==> src/rtl/l0_west_feeder_if.sv <==
// Bus between the west-edge feeder and its producer/array: write port, stream control, lane outputs, status.
interface l0_west_feeder_if #(
    parameter int bw    = 4,
    parameter int row   = 8,
    parameter int depth = 16
);
    localparam int nw = $clog2(depth) + 1;

    logic [row*bw-1:0] in;
    logic              wr;
    logic              start;
    logic              mode;
    logic [nw-1:0]     n;
    logic [row*bw-1:0] out;
    logic [2*row-1:0]  inst;
    logic              full;
    logic              idle;
    logic              done;
    logic              err;
    logic              ovf;

    modport master (
        output in, wr, start, mode, n,
        input  out, inst, full, idle, done, err, ovf
    );

    modport slave (
        input  in, wr, start, mode, n,
        output out, inst, full, idle, done, err, ovf
    );
endinterface

==> src/rtl/l0_west_feeder.sv <==
// West-edge feeder: one FIFO per array row, streamed out as registered lane data plus instruction.
// Macro FEEDER_SKEW_EN: defined, lane r issues r cycles after lane 0; undefined, all lanes issue together.
module l0_west_feeder #(
    parameter int bw    = 4,
    parameter int row   = 8,
    parameter int depth = 16
) (
    input  logic            clk,
    input  logic            reset,
    l0_west_feeder_if.slave bus
);
    localparam int pw = $clog2(depth);
    localparam int nw = pw + 1;
    localparam int rw = $clog2(row) + 1;
    localparam int cw = (nw > rw) ? nw : rw;
`ifdef FEEDER_SKEW_EN
    localparam bit skew_en = 1'b1;
`else
    localparam bit skew_en = 1'b0;
`endif
    localparam int drain_cycles = skew_en ? row - 1 : 0;

    typedef enum logic [1:0] {IDLE, RUN, DRAIN} state_t;

    state_t          state_q, state_d;
    logic [cw-1:0]   cnt_q, cnt_d;
    logic            mode_q, mode_d;
    logic [row-1:0]  vld_q;  // lane r presented a vector at the last edge
    logic [row-1:0]  pop;
    logic            pop0, start_ok, err_d, last_pop, push, full;
    logic            done_q, err_q, ovf_q;

    logic [bw-1:0]   mem    [row][depth];
    logic [pw-1:0]   rd_ptr [row];
    logic [pw-1:0]   wr_ptr [row];
    logic [nw-1:0]   count  [row];
    logic [bw-1:0]   data_q [row];

    always_comb begin
        full = 1'b0;
        for (int r = 0; r < row; r++)
            if (count[r] == nw'(depth)) full = 1'b1;
    end

    // A write is all-lanes-or-nothing, so every lane keeps the same vector sequence.
    assign push     = bus.wr & ~full;
    assign start_ok = (bus.n != '0) && (bus.n <= nw'(depth)) && (count[0] >= bus.n);

    // NOTE: every output of this block gets a default first, so no path can infer a latch.
    always_comb begin
        state_d = state_q;
        cnt_d   = cnt_q;
        mode_d  = mode_q;
        pop0    = 1'b0;
        err_d   = 1'b0;
        case (state_q)
            IDLE: begin
                if (bus.start) begin
                    if (start_ok) begin
                        state_d = RUN;
                        cnt_d   = cw'(bus.n);
                        mode_d  = bus.mode;
                    end else begin
                        err_d = 1'b1;
                    end
                end
            end
            RUN: begin
                if (cnt_q != '0) begin
                    pop0  = 1'b1;
                    cnt_d = cnt_q - 1'b1;
                end else if (drain_cycles > 0) begin
                    state_d = DRAIN;
                    cnt_d   = cw'(drain_cycles - 1);
                end else begin
                    state_d = IDLE;
                end
            end
            DRAIN: begin
                if (cnt_q == '0) state_d = IDLE;
                else             cnt_d   = cnt_q - 1'b1;
            end
            default: state_d = IDLE;
        endcase
    end

    // Later lanes follow lane 0 through the valid register, which doubles as the skew shift register.
    always_comb begin
        pop    = '0;
        pop[0] = pop0;
        for (int r = 1; r < row; r++)
            pop[r] = skew_en ? vld_q[r-1] : pop0;
    end

    if (skew_en && row > 1) begin : g_last_skew
        assign last_pop = pop[row-1] & ~pop[row-2];
    end else begin : g_last_flat
        assign last_pop = pop0 & (cnt_q == cw'(1));
    end

    // NOTE: state registers use non-blocking assignment so every register sees pre-edge values.
    always_ff @(posedge clk) begin
        if (reset) begin
            state_q <= IDLE;
            cnt_q   <= '0;
            mode_q  <= 1'b0;
        end else begin
            state_q <= state_d;
            cnt_q   <= cnt_d;
            mode_q  <= mode_d;
        end
    end

    // NOTE: the storage array is not reset; pointers and occupancy alone decide what is valid.
    always_ff @(posedge clk) begin
        for (int r = 0; r < row; r++)
            if (push) mem[r][wr_ptr[r]] <= bus.in[r*bw +: bw];
    end

    always_ff @(posedge clk) begin
        if (reset) begin
            for (int r = 0; r < row; r++) begin
                rd_ptr[r] <= '0;
                wr_ptr[r] <= '0;
                count[r]  <= '0;
                data_q[r] <= '0;
            end
            vld_q  <= '0;
            done_q <= 1'b0;
            err_q  <= 1'b0;
            ovf_q  <= 1'b0;
        end else begin
            for (int r = 0; r < row; r++) begin
                if (push)   wr_ptr[r] <= wr_ptr[r] + 1'b1;
                if (pop[r]) rd_ptr[r] <= rd_ptr[r] + 1'b1;
                case ({push, pop[r]})
                    2'b10:   count[r] <= count[r] + 1'b1;
                    2'b01:   count[r] <= count[r] - 1'b1;
                    default: count[r] <= count[r];
                endcase
                data_q[r] <= pop[r] ? mem[r][rd_ptr[r]] : '0;
            end
            vld_q  <= pop;
            done_q <= last_pop;
            err_q  <= err_d;
            ovf_q  <= ovf_q | (bus.wr & full);
        end
    end

    for (genvar r = 0; r < row; r++) begin : g_lane_out
        assign bus.out[r*bw +: bw] = data_q[r];
        assign bus.inst[2*r +: 2]  = vld_q[r] ? (mode_q ? 2'b10 : 2'b01) : 2'b00;
    end

    assign bus.full = full;
    assign bus.idle = (state_q == IDLE);
    assign bus.done = done_q;
    assign bus.err  = err_q;
    assign bus.ovf  = ovf_q;
endmodule

==> src/flat_wrapper.sv <==
// flat-port wrapper written by rule: the top's interface ports become plain ports
module l0_west_feeder_flat 
#(
    parameter int bw    = 4,
    parameter int row   = 8,
    parameter int depth = 16
)
  (clk, reset, bus_in, bus_wr, bus_start, bus_mode, bus_n, bus_out, bus_inst, bus_full, bus_idle, bus_done, bus_err, bus_ovf);
  l0_west_feeder_if #(.bw(bw), .row(row), .depth(depth)) bus_i ();
  input  logic clk;
  input  logic reset;
  input wire logic [$bits(bus_i.in)-1:0] bus_in;
  input wire logic [$bits(bus_i.wr)-1:0] bus_wr;
  input wire logic [$bits(bus_i.start)-1:0] bus_start;
  input wire logic [$bits(bus_i.mode)-1:0] bus_mode;
  input wire logic [$bits(bus_i.n)-1:0] bus_n;
  output wire logic [$bits(bus_i.out)-1:0] bus_out;
  output wire logic [$bits(bus_i.inst)-1:0] bus_inst;
  output wire logic [$bits(bus_i.full)-1:0] bus_full;
  output wire logic [$bits(bus_i.idle)-1:0] bus_idle;
  output wire logic [$bits(bus_i.done)-1:0] bus_done;
  output wire logic [$bits(bus_i.err)-1:0] bus_err;
  output wire logic [$bits(bus_i.ovf)-1:0] bus_ovf;
  assign bus_i.in = bus_in;
  assign bus_i.wr = bus_wr;
  assign bus_i.start = bus_start;
  assign bus_i.mode = bus_mode;
  assign bus_i.n = bus_n;
  assign bus_out = bus_i.out;
  assign bus_inst = bus_i.inst;
  assign bus_full = bus_i.full;
  assign bus_idle = bus_i.idle;
  assign bus_done = bus_i.done;
  assign bus_err = bus_i.err;
  assign bus_ovf = bus_i.ovf;
  l0_west_feeder #(.bw(bw), .row(row), .depth(depth)) u_core (.clk(clk), .reset(reset), .bus(bus_i));
endmodule
==> config.mk <==
export PLATFORM = sky130hd
export DESIGN_NAME = l0_west_feeder_flat
export DESIGN_NICKNAME = d
export VERILOG_FILES = /design/src/rtl/l0_west_feeder_if.sv /design/src/rtl/l0_west_feeder.sv /design/src/flat_wrapper.sv
export SDC_FILE = /design/constraint.sdc
export NUM_CORES = 1
export LEC_CHECK = 0
export ABC_AREA = 1
export CAP_MARGIN = 20
export CELL_PAD_IN_SITES_DETAIL_PLACEMENT = 1
export CELL_PAD_IN_SITES_GLOBAL_PLACEMENT = 2
export CORE_ASPECT_RATIO = 0.5
export CORE_MARGIN = 5
export CORE_UTILIZATION = 25
export DETAILED_ROUTE_END_ITERATION = 12
export DONT_BUFFER_PORTS = 1
export PLACE_DENSITY = 0.64
export SLEW_MARGIN = 40
export SYNTH_ARGS = -nofsm -noshare
export SYNTH_HDL_FRONTEND = slang
export SYNTH_SLANG_ARGS = --single-unit
==> constraint.sdc <==
create_clock -name clk -period 3.85 [get_ports clk]
set_input_delay 0.77 -clock clk [delete_from_list [all_inputs] [get_ports clk]]
set_output_delay 0.77 -clock clk [all_outputs]
set_load 0.01 [all_outputs]
==> results of run 1 <==
Yosys cell counts, drive strengths merged:
| library cell | n | area (um2) |
|---|---|---|
| or2 | 1 | 6.260 |
| nor2 | 706 | 3343 |
| xor2 | 27 | 236.5 |
| a21boi | 1 | 7.510 |
| xnor2 | 18 | 157.7 |
| a21oi | 59 | 295.3 |
| edfxtp | 616 | 18500 |
| o21bai | 1 | 7.510 |
| buf | 83 | 596.8 |
| clkbuf | 53 | 198.9 |
| dfxtp | 43 | 860.8 |
| a31o | 1 | 8.760 |
| o22ai | 2 | 12.51 |
| inv | 169 | 634.4 |
| ha | 63 | 788.3 |
| a211oi | 1 | 7.510 |
| nand2 | 405 | 1523 |
| clkinv | 2 | 7.510 |
| nand4 | 14 | 93.84 |
| o2bb2ai | 1 | 8.760 |
| nand3 | 229 | 1159 |
| o211ai | 11 | 82.58 |
| a31oi | 1 | 6.260 |
| o21ai | 242 | 1211 |
cells in the final DEF (no fill, tap or decap), types with 2 or more instances in the layout:
master / netlist / layout
sky130_fd_sc_hd__nand2_1: 404 / 402
sky130_fd_sc_hd__inv_6: 0 / 3
sky130_fd_sc_hd__nor2_4: 92 / 92
sky130_fd_sc_hd__buf_12: 9 / 2
sky130_fd_sc_hd__clkinv_1: 2 / 8
sky130_fd_sc_hd__dfxtp_1: 43 / 43
sky130_fd_sc_hd__inv_1: 166 / 157
sky130_fd_sc_hd__nor2_1: 613 / 612
sky130_fd_sc_hd__nand4_1: 13 / 13
sky130_fd_sc_hd__edfxtp_1: 616 / 616
sky130_fd_sc_hd__clkbuf_1: 53 / 18
sky130_fd_sc_hd__ha_1: 63 / 63
sky130_fd_sc_hd__clkinv_8: 0 / 3
sky130_fd_sc_hd__bufinv_16: 0 / 5
sky130_fd_sc_hd__clkinv_2: 0 / 13
sky130_fd_sc_hd__clkbuf_8: 0 / 7
sky130_fd_sc_hd__o22ai_1: 2 / 2
sky130_fd_sc_hd__xnor2_1: 18 / 18
sky130_fd_sc_hd__clkbuf_16: 0 / 72
sky130_fd_sc_hd__nor2_2: 1 / 2
sky130_fd_sc_hd__a21oi_1: 59 / 59
sky130_fd_sc_hd__buf_4: 16 / 26
sky130_fd_sc_hd__o211ai_1: 11 / 11
sky130_fd_sc_hd__inv_2: 3 / 12
sky130_fd_sc_hd__nand2_2: 1 / 3
sky130_fd_sc_hd__o21ai_0: 241 / 240
sky130_fd_sc_hd__xor2_1: 27 / 27
sky130_fd_sc_hd__nand3_1: 228 / 228
cells by family after synthesis:
logic type	Yosys count
AOI/OAI and AO/OA	320
xor gates and xnor gates	45
adders and majority gates	63
buffers and inverters	307
DFF	659
and+or+nand+nor	1355
metrics by stage:
| step | cell area (um2) | total power, W | cells |
|---|---|---|---|
| CTS | 33510 | 0.01795 | 4362 |
| global placement | 31190 | 0.01088 | 4233 |
| finish | 33510 | 0.01762 | 4362 |
| floorplan | 29750 | 0.01035 | 2749 |
| detailed placement | 31200 | 0.01093 | 4233 |
| global route | 33510 | 0.01854 | 4362 |
per-layer routing:
layer | share of wire | wire (um) | up-vias | track usage
met2 | 0.50 | 36920 | 178 | 0.2096
met1 | 0.45 | 33250 | 9298 | 0.1434
li1 | - | - | 9227 | -
met5 | 0 | 0 | - | 0
met3 | 0.029 | 2161 | 88 | 0.02469
met4 | 0.020 | 1465 | 0 | 0.02893
flip-flops by register name, indices dropped and copies added, names as in the netlist:
register         cells
u_core.bus.ovf       1
u_core.count        40
u_core.wr_ptr       32
u_core.vld_q         1
u_core.state_q       1
u_core.cnt_q         5
u_core.bus.err       1
u_core.rd_ptr       32
u_core.mode_q        1
u_core.data_q       32
u_core.bus.done      1
u_core.mem         512
area by class of cell:
type | instances | share of cell area
Timing Repair Buffer | 28 | 0.007020
Clock inverter | 32 | 0.01016
Inverter | 171 | 0.01916
Multi-Input combinational cell | 1783 | 0.2678
Sequential cell | 659 | 0.5777
Tap cell | 1592 | 0.05945
Clock buffer | 97 | 0.05866
power by group:
| group | switching (W) | internal, W | total, W |
|---|---|---|---|
| Sequential | 0.000278 | 0.00828 | 0.00856 |
| Combinational | 0.00154 | 0.000610 | 0.00215 |
| Clock | 0.00297 | 0.00395 | 0.00691 |
| Total | 0.00479 | 0.0128 | 0.0176 |
final timing paths:
| path | cells past startpoint | slack [ns] | to | start |
|---|---|---|---|---|
| setup / recovery | 20 | 0.64 | u_core.count[0][19]$_SDFFCE_PN0P_ | u_core.count[0][25]$_DFFE_PP_ |
| hold / removal | 1 | 0.19 | u_core.bus.ovf$_SDFF_PP0_ | reset |
| setup reg to reg | 20 | 0.64 | u_core.count[0][19]$_SDFFCE_PN0P_ | u_core.count[0][25]$_DFFE_PP_ |
| hold reg to reg | 2 | 0.49 | u_core.mode_q$_SDFFE_PP0P_ | u_core.mode_q$_SDFFE_PP0P_ |
==> impl_table.tex, run 1 <==
\begin{tabular}{lr}
\hline
Metric & Value \\
\hline
\multicolumn{2}{l}{\textbf{Status}} \\
Outcome & finished clean \\
\multicolumn{2}{l}{\textbf{Cells and area}} \\
Share of final-layout standard cells stronger than drive strength 1 & 0.08917 \\
Count of fill cells added during filler insertion & 13,182 \\
Area added between synthesis and finish & 12.63\% \\
Count of antenna diodes in the layout & 0 \\
Final standard cell utilization of the core & 0.2839 \\
Combined area of the multi-input logic cells & 8975 um2 \\
\# nets final & 2,819 \\
Seq. cell area & 19,360 um2 \\
\multicolumn{2}{l}{\textbf{Die}} \\
FP Rows & 89 \\
Initial Util & 0.2520 \\
Height of the die & 253.9 um \\
Die ar. & 126,400 um2 \\
I/O pin count & 95 \\
Die Wd & 497.9 um \\
Area of the core region & 118,000 um2 \\
\multicolumn{2}{l}{\textbf{Clock tree}} \\
Clock-pin slew on the worst setup and hold paths & 0.06 ns \\
Number of sinks on the clock net & 659 \\
Total number of H-tree levels & 3 \\
Count of cells resized by post-cts repair & 0 \\
Number of clock buffers inserted by TritonCTS & 71 \\
Clock Tree Buf Depth & 3 \\
Count of hold-fix buffers inserted at cts & 0 \\
CTS tree & built \\
Clock latency reported for the late side of the worst-skew pair & 0.65 ns \\
Total setup buffers inserted after CTS & 0 \\
CTS root buf & sky130\_fd\_sc\_hd\_\_clkbuf\_16 \\
\multicolumn{2}{l}{\textbf{Worst setup path}} \\
Slowest cell delay on critical path & 0.45 ns \\
Category of cells accounting for the largest share of critical-path delay & simple AND/OR/NAND/NOR gates \\
Crit path launch type & flop \\
Crit-path max FO & 21 \\
Cell repeated most along the worst path & sky130\_fd\_sc\_hd\_\_nand2\_1 \\
Slowest-stage cell, CP & sky130\_fd\_sc\_hd\_\_edfxtp\_1 \\
Required time at the endpoint of the critical path & 4.24 ns \\
Worst setup path class & flop to flop \\
CP bufs+invs & 5 \\
Endpoint kind of the worst setup timing path & flop \\
Sequence of cells on the critical path & inv\_1, ha\_1, nand3\_1, nand2\_1, nor2\_4, nand3\_4, ha\_1, inv\_2, nor2\_4, buf\_4, nand2\_1, nand2\_1, inv\_1, ha\_1, inv\_1, nand2\_1, nand4\_1, nand3\_1, nand2\_1, nor2\_1 \\
Data arrival time of the worst path & 3.61 ns \\
\multicolumn{2}{l}{\textbf{Detailed routing}} \\
Vias post-DR & 18,791 \\
Remaining routing DRC violations & 0 \\
Mean routed wirelength per cell & 16.92 um \\
Final ANT Viol Nets & 0 \\
Post-detailed-route via-to-cell ratio & 4.308 \\
Final WL & 73,800 um \\
DR pass1 iterations & 5 \\
Iteration-0 DRC count of the detailed router & 808 \\
\multicolumn{2}{l}{\textbf{Yosys}} \\
Syn Inst Count & 2,749 \\
Count of synthesis-stage warnings from yosys & 0 \\
Adder-cell share of the synthesized area & 0.02650 \\
Share of the synthesized netlist area taken by xor and xnor gates & 0.01325 \\
Number of register bits inferred by synthesis & 659 \\
Share of synthesized cell area in and, or, nand and nor gates & 0.2059 \\
Synth Area in Compound Gates & 0.05539 \\
Post-synthesis sequential area ratio & 0.6507 \\
Main combinational cell family by area after synthesis & simple AND/OR/NAND/NOR gates \\
Synth unique cells & 35 \\
Share of cell area taken by muxes after synthesis & 0 \\
Mean Syn Cell Area & 10.82 um2 \\
Synthesized net count & 2,854 \\
Netlist area before placement & 29,750 um2 \\
\multicolumn{2}{l}{\textbf{Worst hold path}} \\
Worst hold path class & input port to flop \\
\multicolumn{2}{l}{\textbf{Global route}} \\
Remaining global-route overflow & 0 \\
Vias in the first global route & 20,207 \\
Largest net degree at the start of global routing & 65 \\
Wire length of the first global-routing pass & 116,200 um \\
Number of antenna violations at the first check in global routing & 0 \\
All-layer global routing usage & 0.1167 \\
\multicolumn{2}{l}{\textbf{Place}} \\
Worst setup timing slack at the placement stage & 0.5632 ns \\
PortBufs & 0 \\
Total half-perimeter wirelength after legalization and detailed placement & 48,000 um \\
RD Place Congestion & 0.7320 \\
\multicolumn{2}{l}{\textbf{Power and ir drop}} \\
Pwr dens & 526.0 nW/um2 \\
Leakage Power & 11.62 nW \\
Worst VDD drop & 253.3 uV \\
\multicolumn{2}{l}{\textbf{Timing}} \\
Worst-Margin Slew & 0.8858 ns \\
Worst clock skew & 0.02646 ns \\
Worst Slack Setup Final & 0.6360 ns \\
Highest clock frequency the design can meet & 311.1 MHz \\
Setup violations, final & 0 \\
Hold violation total from the final report & 0 \\
Final total negative setup slack & 0 ns \\
Tightest slew margin relative to the limit & 0.4095 \\
Final-layout worst hold slack & 0.1920 ns \\
Unrepaired setup endpoints after global routing & no \\
Shortest period the worst path allows & 3.214 ns \\
Tcrit/Tclk final & 0.8348 \\
Final number of max-transition violations & 0 \\
\multicolumn{2}{l}{\textbf{Flow run}} \\
Number of max-cap violations & 0 \\
\hline
\end{tabular}
Note: power is estimated with default switching activity, not from simulation.
==> run 2: changes to the inputs <==
- clock period: 3.85 -> 2.8 ns (I/O delays scaled with it)
==> run 2 against run 1 <==
Against the previous run:
- clock skew fell by 0.0016 ns
- register-to-register slack lost 0.49 ns
- worst setup slack worse by 0.49 ns
- first-iteration DRC count is 6.7% higher
- non-clock buffer count is 84 higher
==> impl_table.tex, run 2 (same netlist as run 1, synthesis figures left out) <==
\begin{tabular}{lr}
\hline
Metric & Value \\
\hline
\multicolumn{2}{l}{\textbf{Status}} \\
Outcome & finished clean (unchanged) \\
\multicolumn{2}{l}{\textbf{Global route}} \\
Wire length of the first global-routing pass & 117,100 um (was 116,200 um) \\
Remaining global-route overflow & 0 (unchanged) \\
All-layer global routing usage & 0.1172 (was 0.1167) \\
Largest net degree at the start of global routing & 66 (was 65) \\
Vias in the first global route & 20,545 (was 20,207) \\
Number of antenna violations at the first check in global routing & 0 (unchanged) \\
\multicolumn{2}{l}{\textbf{Die}} \\
Initial Util & 0.2520 (unchanged) \\
Area of the core region & 118,000 um2 (unchanged) \\
Die Wd & 497.9 um (unchanged) \\
FP Rows & 89 (unchanged) \\
I/O pin count & 95 (unchanged) \\
Height of the die & 253.9 um (unchanged) \\
Die ar. & 126,400 um2 (unchanged) \\
\multicolumn{2}{l}{\textbf{Worst setup path}} \\
Endpoint kind of the worst setup timing path & flop (unchanged) \\
Worst setup path class & flop to flop (unchanged) \\
Data arrival time of the worst path & 3.05 ns (was 3.61 ns) \\
Required time at the endpoint of the critical path & 3.20 ns (was 4.24 ns) \\
Crit path launch type & flop (unchanged) \\
Crit-path max FO & 3 (was 21) \\
\multicolumn{2}{l}{\textbf{Timing}} \\
Highest clock frequency the design can meet & 377.4 MHz (was 311.1 MHz) \\
Tightest slew margin relative to the limit & 0.4094 (was 0.4095) \\
Worst clock skew & 0.02483 ns (was 0.02646 ns) \\
Final-layout worst hold slack & 0.08573 ns (was 0.1920 ns) \\
Final number of max-transition violations & 0 (unchanged) \\
Shortest period the worst path allows & 2.650 ns (was 3.214 ns) \\
Hold violation total from the final report & 0 (unchanged) \\
Tcrit/Tclk final & 0.9463 (was 0.8348) \\
Setup violations, final & 0 (unchanged) \\
Worst-Margin Slew & 0.8859 ns (was 0.8858 ns) \\
\multicolumn{2}{l}{\textbf{Power and ir drop}} \\
Pwr dens & 729.6 nW/um2 (was 526.0 nW/um2) \\
Leakage Power & 12.11 nW (was 11.62 nW) \\
Worst VDD drop & 363.6 uV (was 253.3 uV) \\
\multicolumn{2}{l}{\textbf{Worst hold path}} \\
Worst hold path class & input port to flop (unchanged) \\
\multicolumn{2}{l}{\textbf{Cells and area}} \\
Max FFs per register & 512 (unchanged) \\
Leading cell types in the layout, fill and taps excluded & 616 x sky130\_fd\_sc\_hd\_\_edfxtp\_1, 611 x sky130\_fd\_sc\_hd\_\_nor2\_1, 400 x sky130\_fd\_sc\_hd\_\_nand2\_1 (was 616 x sky130\_fd\_sc\_hd\_\_edfxtp\_1, 612 x sky130\_fd\_sc\_hd\_\_nor2\_1, 402 x sky130\_fd\_sc\_hd\_\_nand2\_1) \\
\# nets final & 2,902 (was 2,819) \\
Share of final-layout standard cells stronger than drive strength 1 & 0.1065 (was 0.08917) \\
Area added between synthesis and finish & 16.00\% (was 12.63\%) \\
Most common library cell in the layout ignoring fill and taps & sky130\_fd\_sc\_hd\_\_edfxtp\_1 (unchanged) \\
Count of antenna diodes in the layout & 0 (unchanged) \\
Final standard cell utilization of the core & 0.2924 (was 0.2839) \\
\multicolumn{2}{l}{\textbf{Place}} \\
PortBufs & 0 (unchanged) \\
RD Place Congestion & 0.7269 (was 0.7320) \\
Total half-perimeter wirelength after legalization and detailed placement & 48,440 um (was 48,000 um) \\
\multicolumn{2}{l}{\textbf{Detailed routing}} \\
Iteration-0 DRC count of the detailed router & 862 (was 808) \\
Final ANT Viol Nets & 0 (unchanged) \\
Post-detailed-route via-to-cell ratio & 4.322 (was 4.308) \\
Final WL & 74,950 um (was 73,800 um) \\
Vias post-DR & 19,214 (was 18,791) \\
Remaining routing DRC violations & 0 (unchanged) \\
DR pass1 iterations & 6 (was 5) \\
Mean routed wirelength per cell & 16.86 um (was 16.92 um) \\
\multicolumn{2}{l}{\textbf{Clock tree}} \\
Number of sinks on the clock net & 659 (unchanged) \\
CTS tree & built (unchanged) \\
Clock Tree Buf Depth & 3 (unchanged) \\
Clock-pin slew on the worst setup and hold paths & 0.06 ns (about the same) \\
CTS root buf & sky130\_fd\_sc\_hd\_\_clkbuf\_16 (unchanged) \\
Number of clock buffers inserted by TritonCTS & 70 (was 71) \\
Total number of H-tree levels & 3 (unchanged) \\
Clock latency reported for the late side of the worst-skew pair & 0.66 ns (was 0.65 ns) \\
\multicolumn{2}{l}{\textbf{Flow run}} \\
Number of max-cap violations & 0 (unchanged) \\
\hline
\end{tabular}
-- run 2: worst paths after layout --
check | startpoint | slack, ns | cells after the start | to
hold / removal | bus_mode | 0.09 | 2 | u_core.mode_q$_SDFFE_PP0P_
hold reg to reg | u_core.mode_q$_SDFFE_PP0P_ | 0.50 | 2 | u_core.mode_q$_SDFFE_PP0P_
setup / recovery | u_core.count[0][20]$_SDFFCE_PN0P_ | 0.15 | 19 | u_core.count[0][39]$_SDFFCE_PP0P_
setup reg to reg | u_core.count[0][20]$_SDFFCE_PN0P_ | 0.15 | 19 | u_core.count[0][39]$_SDFFCE_PP0P_
-- run 2: layer usage --
layer  wire length, um  global-route usage
met1             33690              0.1426
met2             37880              0.2136
met3              2118             0.02368
met4              1264             0.02851
met5                 0                   0
-- run 2: through the flow --
step	total power (W)	setup TNS, ns	area, um2	std cells	setup slack [ns]
2_1_floorplan	0.01423	0	29760	2749	0.007960
3_3_place_gp	0.01506	0	31620	4281	0.08051
3_5_place_dp	0.01515	0	31630	4281	0.04503
4_1_cts	0.02559	0	34450	4445	0.01443
5_1_grt	0.02645	-0.05130	34510	4446	-0.02779
6_report	0.02518	0	34510	4446	0.1502
-- run 2: power by group --
part	total [W]	internal, W	switching, W
logic	0.00333	0.00100	0.00233
registers	0.0117	0.0114	0.000343
clock network	0.0101	0.00587	0.00425
-- run 2: layout make-up --
| cell class | count | area (um2) |
|---|---|---|
| inverters | 171 | 641.9 |
| multi-input cells | 1783 | 9022 |
| well taps | 1592 | 1992 |
| repair buffers | 112 | 1016 |
| clock inverters | 44 | 610.6 |
| fillers | 13201 | 83530 |
| clock buffers | 85 | 1868 |
| flip-flops and latches | 659 | 19360 |
-- run 2: repair_timing --
item	in CTS	in global routing
hold buffers	35	0
endpoints found under the setup margin	0	29
setup buffers	0	1
endpoints found under the hold margin	517	0
gates resized for setup	0	12
-- run 2: critical path, stage by stage, from the launching register on --
cell and delay [ns]:
sky130_fd_sc_hd__edfxtp_1 0.39, sky130_fd_sc_hd__inv_1 0.07, sky130_fd_sc_hd__nand4_1 0.13, sky130_fd_sc_hd__nand2_1 0.11, sky130_fd_sc_hd__nor2_4 0.18, sky130_fd_sc_hd__nand3_4 0.10
sky130_fd_sc_hd__ha_4 0.19, sky130_fd_sc_hd__inv_2 0.06, sky130_fd_sc_hd__nor2_4 0.04, sky130_fd_sc_hd__buf_4 0.13, sky130_fd_sc_hd__or2_2 0.28, sky130_fd_sc_hd__nand2_1 0.06
sky130_fd_sc_hd__inv_1 0.04, sky130_fd_sc_hd__ha_1 0.17, sky130_fd_sc_hd__inv_1 0.07, sky130_fd_sc_hd__nand2_1 0.08, sky130_fd_sc_hd__nand4_1 0.09, sky130_fd_sc_hd__nand3_1 0.07
sky130_fd_sc_hd__nand2_1 0.07, sky130_fd_sc_hd__nor2_1 0.05
==> run 3: changes to the inputs <==
==> constraint.sdc (replaced) <==
create_clock -name clk -period 2.8 [get_ports clk]
set_input_delay 0.14 -clock clk [delete_from_list [all_inputs] [get_ports clk]]
set_output_delay 0.14 -clock clk [all_outputs]
set_load 0.01 [all_outputs]
==> run 3 against run 2 <==
Against the previous run:
- flip-flop and latch count did not move
- wire length up 1.2%
- utilization grew 0.11 points
- highest routed layer unchanged
==> impl_table.tex, run 3 (same netlist as run 1, synthesis figures left out) <==
\begin{tabular}{lr}
\hline
Metric & Value \\
\hline
\multicolumn{2}{l}{\textbf{Status}} \\
Outcome & finished clean (unchanged) \\
\multicolumn{2}{l}{\textbf{Timing}} \\
Final total negative setup slack & 0 ns (unchanged) \\
Highest clock frequency the design can meet & 381.8 MHz (was 377.4 MHz) \\
Worst clock skew & 0.02814 ns (was 0.02483 ns) \\
Hold violation total from the final report & 0 (unchanged) \\
Setup violations, final & 0 (unchanged) \\
Tightest slew margin relative to the limit & 0.4538 (was 0.4094) \\
Worst-Margin Slew & 0.8194 ns (was 0.8859 ns) \\
Tcrit/Tclk final & 0.9355 (was 0.9463) \\
Shortest period the worst path allows & 2.619 ns (was 2.650 ns) \\
Final number of max-transition violations & 0 (unchanged) \\
\multicolumn{2}{l}{\textbf{Detailed routing}} \\
Post-detailed-route via-to-cell ratio & 4.306 (was 4.322) \\
Final ANT Viol Nets & 0 (unchanged) \\
Remaining routing DRC violations & 0 (unchanged) \\
Iteration-0 DRC count of the detailed router & 868 (was 862) \\
Final WL & 75,850 um (was 74,950 um) \\
Mean routed wirelength per cell & 16.95 um (was 16.86 um) \\
DR pass1 iterations & 4 (was 6) \\
Vias post-DR & 19,271 (was 19,214) \\
\multicolumn{2}{l}{\textbf{Worst hold path}} \\
Number of instances on the worst hold path & 5 (was 2) \\
Worst hold path class & input port to flop (unchanged) \\
HP Start & reset (was bus\_mode) \\
Hold endpoint & u\_core.count[0][26]\$\_DFFE\_PP\_ (was u\_core.mode\_q\$\_SDFFE\_PP0P\_) \\
\multicolumn{2}{l}{\textbf{Global route}} \\
Global routing usage on met1 & 0.1462 (was 0.1426) \\
Wire length of the first global-routing pass & 119,100 um (was 117,100 um) \\
Remaining global-route overflow & 0 (unchanged) \\
Vias in the first global route & 20,854 (was 20,545) \\
Largest net degree at the start of global routing & 61 (was 66) \\
All-layer global routing usage & 0.1193 (was 0.1172) \\
Global route hottest layer & met2 (unchanged) \\
GR Util met3 & 0.02383 (was 0.02368) \\
Met2 routing resource usage after global routing & 0.2178 (was 0.2136) \\
Number of antenna violations at the first check in global routing & 1 (was 0) \\
\multicolumn{2}{l}{\textbf{Die}} \\
Die ar. & 126,400 um2 (unchanged) \\
Height of the die & 253.9 um (unchanged) \\
Die Wd & 497.9 um (unchanged) \\
I/O pin count & 95 (unchanged) \\
Area of the core region & 118,000 um2 (unchanged) \\
Initial Util & 0.2520 (unchanged) \\
FP Rows & 89 (unchanged) \\
\multicolumn{2}{l}{\textbf{Cells and area}} \\
Leading cell types in the layout, fill and taps excluded & 616 x sky130\_fd\_sc\_hd\_\_edfxtp\_1, 612 x sky130\_fd\_sc\_hd\_\_nor2\_1, 399 x sky130\_fd\_sc\_hd\_\_nand2\_1 (was 616 x sky130\_fd\_sc\_hd\_\_edfxtp\_1, 611 x sky130\_fd\_sc\_hd\_\_nor2\_1, 400 x sky130\_fd\_sc\_hd\_\_nand2\_1) \\
\# nets final & 2,932 (was 2,902) \\
Post-layout instance area & 34,640 um2 (was 34,510 um2) \\
Share of final-layout standard cells stronger than drive strength 1 & 0.1051 (was 0.1065) \\
Count of fill cells added during filler insertion & 13,261 (was 13,201) \\
Area added between synthesis and finish & 16.43\% (was 16.00\%) \\
Count of antenna diodes in the layout & 0 (unchanged) \\
Max FFs per register & 512 (unchanged) \\
Most common library cell in the layout ignoring fill and taps & sky130\_fd\_sc\_hd\_\_edfxtp\_1 (unchanged) \\
Number of cells in the finished layout apart from fillers & 4,475 (was 4,446) \\
\multicolumn{2}{l}{\textbf{Place}} \\
Placed inst area & 31,630 um2 (about the same) \\
PortBufs & 0 (unchanged) \\
Inst Count DP & 4,280 (was 4,281) \\
Total half-perimeter wirelength after legalization and detailed placement & 48,240 um (was 48,440 um) \\
RD Place Congestion & 0.7429 (was 0.7269) \\
\multicolumn{2}{l}{\textbf{Worst setup path}} \\
Sequence of cells on the critical path & nand4\_1, nand2\_2, nor2\_4, nand3\_4, ha\_4, inv\_2, nor2\_4, buf\_4, or2\_2, nand2\_1, inv\_1, ha\_1, inv\_2, nand2\_2, nand4\_1, nand3\_1, nand2\_1, nor2\_1 (was inv\_1, nand4\_1, nand2\_1, nor2\_4, nand3\_4, ha\_4, inv\_2, nor2\_4, buf\_4, or2\_2, nand2\_1, inv\_1, ha\_1, inv\_1, nand2\_1, nand4\_1, nand3\_1, nand2\_1, nor2\_1) \\
Crit-path max FO & 9 (was 3) \\
CP bufs+invs & 4 (was 5) \\
Crit path launch type & flop (unchanged) \\
Data arrival time of the worst path & 3.03 ns (was 3.05 ns) \\
Worst reg2reg setup slack & 0.18 ns (was 0.15 ns) \\
Slowest-stage cell, CP & sky130\_fd\_sc\_hd\_\_edfxtp\_1 (unchanged) \\
Crit. path cell count & 18 (was 19) \\
Reg-to-reg critical path endpoint & u\_core.count[0][39]\$\_SDFFCE\_PP0P\_ (unchanged) \\
Endpoint kind of the worst setup timing path & flop (unchanged) \\
Slowest cell delay on critical path & 0.41 ns (was 0.39 ns) \\
Beginning of the critical path & u\_core.count[0][24]\$\_SDFFCE\_PN0P\_ (was u\_core.count[0][20]\$\_SDFFCE\_PN0P\_) \\
Worst R2R Path Depth & 18 (was 19) \\
Worst setup path class & flop to flop (unchanged) \\
Reg2Reg Launch Point & u\_core.count[0][24]\$\_SDFFCE\_PN0P\_ (was u\_core.count[0][20]\$\_SDFFCE\_PN0P\_) \\
Required time at the endpoint of the critical path & 3.21 ns (was 3.20 ns) \\
Category of cells accounting for the largest share of critical-path delay & simple AND/OR/NAND/NOR gates (unchanged) \\
\multicolumn{2}{l}{\textbf{Clock tree}} \\
Number of sinks on the clock net & 659 (unchanged) \\
Number of clock buffers inserted by TritonCTS & 69 (was 70) \\
Clock Tree Buf Depth & 3 (unchanged) \\
Total number of H-tree levels & 3 (unchanged) \\
CTS root buf & sky130\_fd\_sc\_hd\_\_clkbuf\_16 (unchanged) \\
Clock-pin slew on the worst setup and hold paths & 0.07 ns (was 0.06 ns) \\
CTS tree & built (unchanged) \\
Clock latency reported for the late side of the worst-skew pair & 0.66 ns (about the same) \\
\multicolumn{2}{l}{\textbf{Flow run}} \\
Number of max-cap violations & 0 (unchanged) \\
\multicolumn{2}{l}{\textbf{Power and ir drop}} \\
Pwr dens & 711.2 nW/um2 (was 729.6 nW/um2) \\
Leakage Power & 12.21 nW (was 12.11 nW) \\
Worst VDD drop & 397.8 uV (was 363.6 uV) \\
\hline
\end{tabular}
-- run 3: cell types whose count changed in the layout (fill, tap and decap cells not counted), sizes merged --
cell         delta
clkinv          -1
inv             -3
clkbuf         +10
dlygate4sd3    +28
bufinv          -8
buf             +3
-- run 3: stage by stage --
stage | utilization | power [W] | setup slack, ns | hold WS, ns
after global placement | 0.2679 | 0.01508 | 0.007432 | 0.2142
after floorplan | - | 0.01423 | 0.007960 | 0.2185
final | 0.2935 | 0.02463 | 0.1806 | 0.07179
after CTS | 0.2928 | 0.02508 | 0.01256 | 0.001041
after global routing | 0.2935 | 0.02593 | -0.003402 | 0.05508
after detailed placement | 0.2680 | 0.01516 | 0.02923 | 0.2174
-- run 3: power breakdown --
group | internal [W] | switching [W] | total [W]
Sequential | 0.0114 | 0.000340 | 0.0117
Combinational | 0.00108 | 0.00235 | 0.00343
Clock | 0.00535 | 0.00414 | 0.00949
Total | 0.0178 | 0.00683 | 0.0246
-- run 3: per-layer routing --
metal,vias to the layer above,part of all wire
met2,158,0.51
met3,91,0.029
li1,9457,-
met5,-,0
met4,0,0.017
met1,9565,0.45
-- run 3: tightest hold or removal path: stages --
cell                      delay (ns)
sky130_fd_sc_hd__inv_2          0.10
sky130_fd_sc_hd__nand2_1        0.11
sky130_fd_sc_hd__nor2_1         0.05
sky130_fd_sc_hd__nand2_1        0.05
sky130_fd_sc_hd__o21ai_0        0.08
-- run 3: repair_timing --
item / in CTS / in global routing
setup endpoints to repair: 0 / 25
setup buffers: 0 / 4
gates resized for setup: 0 / 11
hold buffers: 63 / 1
hold endpoints to repair: 549 / 16
-- run 3: layout make-up --
cell class              instances  area [um2]  area share
clock buffers                  95        2001     0.05776
clock inverters                32       301.5    0.008705
inverters                     171       641.9     0.01853
multi-input cells            1783        9012      0.2602
flip-flops and latches        659       19360      0.5589
well taps                    1592        1992     0.05750
repair buffers                143        1333     0.03847
-- run 3: worst max-delay path by stage --
stage | end
global placement | u_core.count[0][39]$_SDFFCE_PP0P_
finish | u_core.count[0][39]$_SDFFCE_PP0P_
global route | u_core.count[0][14]$_SDFFCE_PN0P_
CTS | u_core.count[0][39]$_SDFFCE_PP0P_
floorplan | u_core.count[0][9]$_SDFFCE_PN0P_
detailed placement | u_core.count[0][39]$_SDFFCE_PP0P_
